<file path="config.mk">
export PLATFORM = sky130hd
export DESIGN_NAME = regfile_32x64
export DESIGN_NICKNAME = d
export VERILOG_FILES = /design/src/rtl/regfile_32x64.sv
export SDC_FILE = /design/constraint.sdc
export NUM_CORES = 2
export LEC_CHECK = 0
export BUFFER_PORTS_ARGS = -buffer_cell sky130_fd_sc_hd__buf_2
export CAP_MARGIN = 25
export CELL_PAD_IN_SITES_DETAIL_PLACEMENT = 1
export CELL_PAD_IN_SITES_GLOBAL_PLACEMENT = 2
export CORE_MARGIN = 2
export CORE_UTILIZATION = 35
export CTS_CLUSTER_DIAMETER = 120
export DETAILED_ROUTE_END_ITERATION = 12
export PLACE_DENSITY_LB_ADDON = 0.1
export SYNTH_ARGS = -nofsm -noshare
export SYNTH_HDL_FRONTEND = slang
export SYNTH_SLANG_ARGS = --single-unit
</file>
<file path="constraint.sdc">
create_clock -name clk -period 2.6 [get_ports clk]
set_input_delay 0.13 -clock clk [delete_from_list [all_inputs] [get_ports clk]]
set_output_delay 0.13 -clock clk [all_outputs]
set_load 0.02 [all_outputs]
</file>
<file path="src/rtl/regfile_32x64.sv">
// regfile_32x64: 32 x WIDTH register file fed by a one-hot write enable.
// Two registered read ports with write-first bypass, optional hardwired-zero
// register 31, and a registered error flag for multi-hot write enables.
//
// Ports:
//   clk        - clock, all state updates on rising edge
//   reset_n    - asynchronous active-low reset
//   wrEn       - one-hot write enable, bit i selects register i
//   writeData  - data written to the selected register
//   readReg1/2 - read addresses, sampled each rising edge
//   readData1/2- registered read data (1-cycle latency)
//   wrErr      - high the cycle after a wrEn with two or more bits set
module regfile_32x64 #(
    parameter int unsigned WIDTH    = 64,
    parameter bit          ZERO_REG = 1'b1
) (
    input  logic             clk,
    input  logic             reset_n,
    input  logic [31:0]      wrEn,
    input  logic [WIDTH-1:0] writeData,
    input  logic [4:0]       readReg1,
    input  logic [4:0]       readReg2,
    output logic [WIDTH-1:0] readData1,
    output logic [WIDTH-1:0] readData2,
    output logic             wrErr
);

    localparam int unsigned NREG = 32;
    localparam logic [4:0]  ZERO_IDX = 5'd31;

    logic [WIDTH-1:0] regs_q [NREG];
    logic [WIDTH-1:0] rd1_d, rd2_d;
    logic             multi_hot_c;
    logic [31:0]      wr_mask_c;

    // Clearing the lowest set bit leaves something only if two or more bits were set.
    assign multi_hot_c = (wrEn & (wrEn - 32'd1)) != 32'd0;

    // Effective write mask: empty on multi-hot, register 31 masked when hardwired.
    always_comb begin
        wr_mask_c = multi_hot_c ? 32'd0 : wrEn;
        if (ZERO_REG) begin
            wr_mask_c[31] = 1'b0;
        end
    end

    // Read muxes with write-first bypass from the effective write mask.
    always_comb begin
        rd1_d = wr_mask_c[readReg1] ? writeData : regs_q[readReg1];
        rd2_d = wr_mask_c[readReg2] ? writeData : regs_q[readReg2];
        if (ZERO_REG && (readReg1 == ZERO_IDX)) begin
            rd1_d = '0;
        end
        if (ZERO_REG && (readReg2 == ZERO_IDX)) begin
            rd2_d = '0;
        end
    end

    // Register array.
    always_ff @(posedge clk or negedge reset_n) begin
        if (!reset_n) begin
            for (int i = 0; i < NREG; i++) begin
                regs_q[i] <= '0;
            end
        end else begin
            for (int i = 0; i < NREG; i++) begin
                if (wr_mask_c[i]) begin
                    regs_q[i] <= writeData;
                end
            end
        end
    end

    // Registered read data and error flag.
    always_ff @(posedge clk or negedge reset_n) begin
        if (!reset_n) begin
            readData1 <= '0;
            readData2 <= '0;
            wrErr     <= 1'b0;
        end else begin
            readData1 <= rd1_d;
            readData2 <= rd2_d;
            wrErr     <= multi_hot_c;
        end
    end

endmodule

</file>
==> metrics.yaml <==
clocking:
  cts-htree-levels: 5
  numCtsBuffers: 269
  clock_sinks: 2113
  root_buffer: "clkbuf_16"
  insertion_delay_ns: 0.90
  path_clk_slew_ns: 0.05
  hold_buffers: 80
  clk_path_buf_depth: 4
  cts_tree: "done"
critical_path:
  r2r_start: "regs_q[1793]"
  criticalPathCategory: "in2reg"
  endpoint_kind: "flop"
  crit_required_ns: 3.37
  r2r_setup_slack_ns: 0.26
  crit_arrival_ns: 3.64
  r2r.worst_path.cells: 5
  critPathLaunchType: "primary input"
  cp_max_fo: 29
  timing.rr.end: "readData2[1]"
synth:
  synthesis.nets: 7134
  ys.flop_type: "dfrtp_1"
  yosys.area.top_type: "dfrtp_1"
  avgSynthCellArea_um2: 15.7
  synth_area_mm2: 0.111
  synth-async-reset-ratio: 1.00
  synth-edff-count: 0
  synth-seq-area-share: 0.478
  ys_ff_latch: 2113
  yosysTopAreaCellShare: 0.478
  synth_area_leaders: "dfrtp_1 48%, mux4_2 21%, mux2_2 15%"
  synth_cell_types: 47
  yosysWarnings: 0
  syn_inst: 7026
timing:
  period_needed_ns: 2.87
  whs_ns: -0.0303
  setup_viol: 1937
  min_period_over_period: 1.11
  fin_ws_ns: -0.275
  clock_skew_ns: 0.0270
  fmax_mhz: 348
  drv_slew: 0
  max_slew_margin: 0.465
  rsz0062_at_grt: "yes"
  tightest_slew_ns: 0.803
  final_hold_viol_count: 1
placed_design:
  dp_hpwl_mm: 252
  place_inst: 11200
  port_buffers: 236
  routabilityCongestion: 0.805
pwr:
  swShare: 0.248
  p_total_mw: 76.9
  p_clk_frac: 0.498
  p_comb_frac: 0.071
  leakage_nw: 63.6
  p_int_mw: 57.8
  p_per_area_mw_per_mm2: 573
  pwr-share-seq: 0.430
  ir_worst_vdd_mv: 0.427
  switchingPower_mw: 19.1
grt:
  grt_start_max_net_pins: 82
  overflow: 0
  grt_pass1_wl_mm: 602
  antenna_found_initial: 22
  grt_pass1_vias: 76100
  gr-usage-all-layers: 0.262
finish:
  fin_nets: 7631
  final_common_cell: "dfrtp_1"
  instances_no_fill: 11900
  final_cell_mix: "2113 x dfrtp_1, 1460 x mux2_2, 1042 x mux4_2, 455 x mux2_1, 447 x mux2i_1"
  drive_gt1_frac: 0.522
  n_fill_cell: 30400
  area_delta_synth_final_pct: 21.4
  regArea_mm2: 0.0529
  multi_input_area_mm2: 0.0558
min_path:
  whs_endpoint: "regs_q[324]"
  min_from: "wrEn[26]"
  hold_class: "in2reg"
  hold_depth: 4
floorplanning:
  row_count: 206
  initial_core_util: 0.351
  dieArea_mm2: 0.320
  core-area_mm2: 0.315
  fp.dieW_um: 566
  io_pins: 237
  die_h_um: 566
drt:
  ant_nets: 0
  via_per_inst: 5.85
  via_count: 69600
  first_iter_violations: 4789
  routed_wl_mm: 426
  drc: 0
  wl_per_cell_um: 35.8
  dr.pass1.iters: 5
outcome:
  status: "finished, violations left"
  failed_checks: "negative hold slack, negative setup slack"
run:
  cap_violations: 0
## repair_timing
item	4_1_cts	5_1_grt
buffers inserted	43	9
endpoints found under the setup margin	1984	1977
endpoints found under the hold margin	3387	1
gates resized for setup	189	117
pin swaps	14	18
cloned	23	17
## layout make-up
cell class / instances / area share
antenna: 17 / 0.000317
clock buffer: 404 / 0.0602
clock inverter: 68 / 0.00608
inverter: 2 / 0.0000559
multi-input combinational: 4166 / 0.415
sequential: 2113 / 0.394
tap: 4160 / 0.0388
timing repair buffer: 971 / 0.0855
## sequential cells by signal (all words and copies together), names as in the netlist
register	count
regs_q	1984
readData2	64
wrErr	1
readData1	64
## metal layers
layer  GRT usage  wire length (um)  vias to the layer above
met3      0.0265             13300                      570
met1       0.354            187000                    39300
met2       0.444            211000                     1503
met5           0                13                        -
met4      0.0792             13700                        2
li1            -                 -                    28300
## Yosys cell counts, drive strengths merged (2+ instances only)
cell type,count
nor2,10
o31ai,3
nor3,3
clkbuf,518
o41ai,2
or2,4
dfrtp,2113
o22ai,3
a21oi,4
a2111oi,3
o211ai,3
nor4,7
buf,230
mux2,2050
mux4,1042
or3,2
nand2,226
a221oi,63
nand3,5
a22o,63
nor2b,4
o21ai,196
nor3b,2
nand4,4
or4,4
mux2i,447
inv,2
## worst max path at each step
stage,from,endpoint,cells past startpoint
finish,wrEn[1],regs_q[804],18
floorplan,wrEn[5],regs_q[1475],12
global placement,wrEn[0],regs_q[537],15
global route,wrEn[1],regs_q[1603],19
detailed placement,wrEn[0],regs_q[541],15
CTS,wrEn[2],regs_q[1195],18
## power groups by stage
stage | registers [mW] | logic, mW | clock network, mW
2_1_floorplan | 33.7 | 2.31 | 0
3_3_place_gp | 33.7 | 5.43 | 0
3_5_place_dp | 33.7 | 5.46 | 0
4_1_cts | 33.1 | 5.61 | 39.4
5_1_grt | 33.1 | 5.86 | 40.6
6_report | 33.1 | 5.49 | 38.3
## critical path, stage by stage
cell and delay (ns):
buf_12 0.12, buf_6 0.12, nor4_4 0.46, buf_4 0.21, nand4_1 0.12, buf_6 0.18, or2_2 0.32, o22ai_2 0.11
buf_4 0.15, nand4_1 0.14, buf_4 0.18, nor3_4 0.14, buf_12 0.15, buf_4 0.12, buf_12 0.16, nand2_4 0.09
buf_12 0.17, mux2_2 0.38
## cell families (layout without fill, tap and decap cells)
group,count (synthesis),in the layout,synth area share
flip-flops,2113,2113,0.478
buffers and inverters,750,1445,0.0287
multiplexers,3539,3539,0.461
AND/OR/NAND/NOR,275,278,0.0110
AO/OA/AOI/OAI,348,348,0.0206
other,0,17,0
adder cells (fa/ha/maj),1,1,0.0000905
## through the flow
| stage | area, um2 | hold WS (ns) | setup TNS, ns | util | setup slack [ns] |
|---|---|---|---|---|---|
| floorplan | 111000 | -0.166 | -426.07 | - | -0.258 |
| global placement | 122000 | 0.188 | -2929.18 | 0.387 | -1.69 |
| detailed placement | 122000 | 0.191 | -2675.36 | 0.387 | -1.55 |
| CTS | 133000 | -0.156 | -193.50 | 0.424 | -0.190 |
| global route | 134000 | -0.0692 | -322.97 | 0.427 | -0.252 |
| finish | 134000 | -0.0303 | -259.03 | 0.427 | -0.275 |
(Power assumes the default switching activity.)
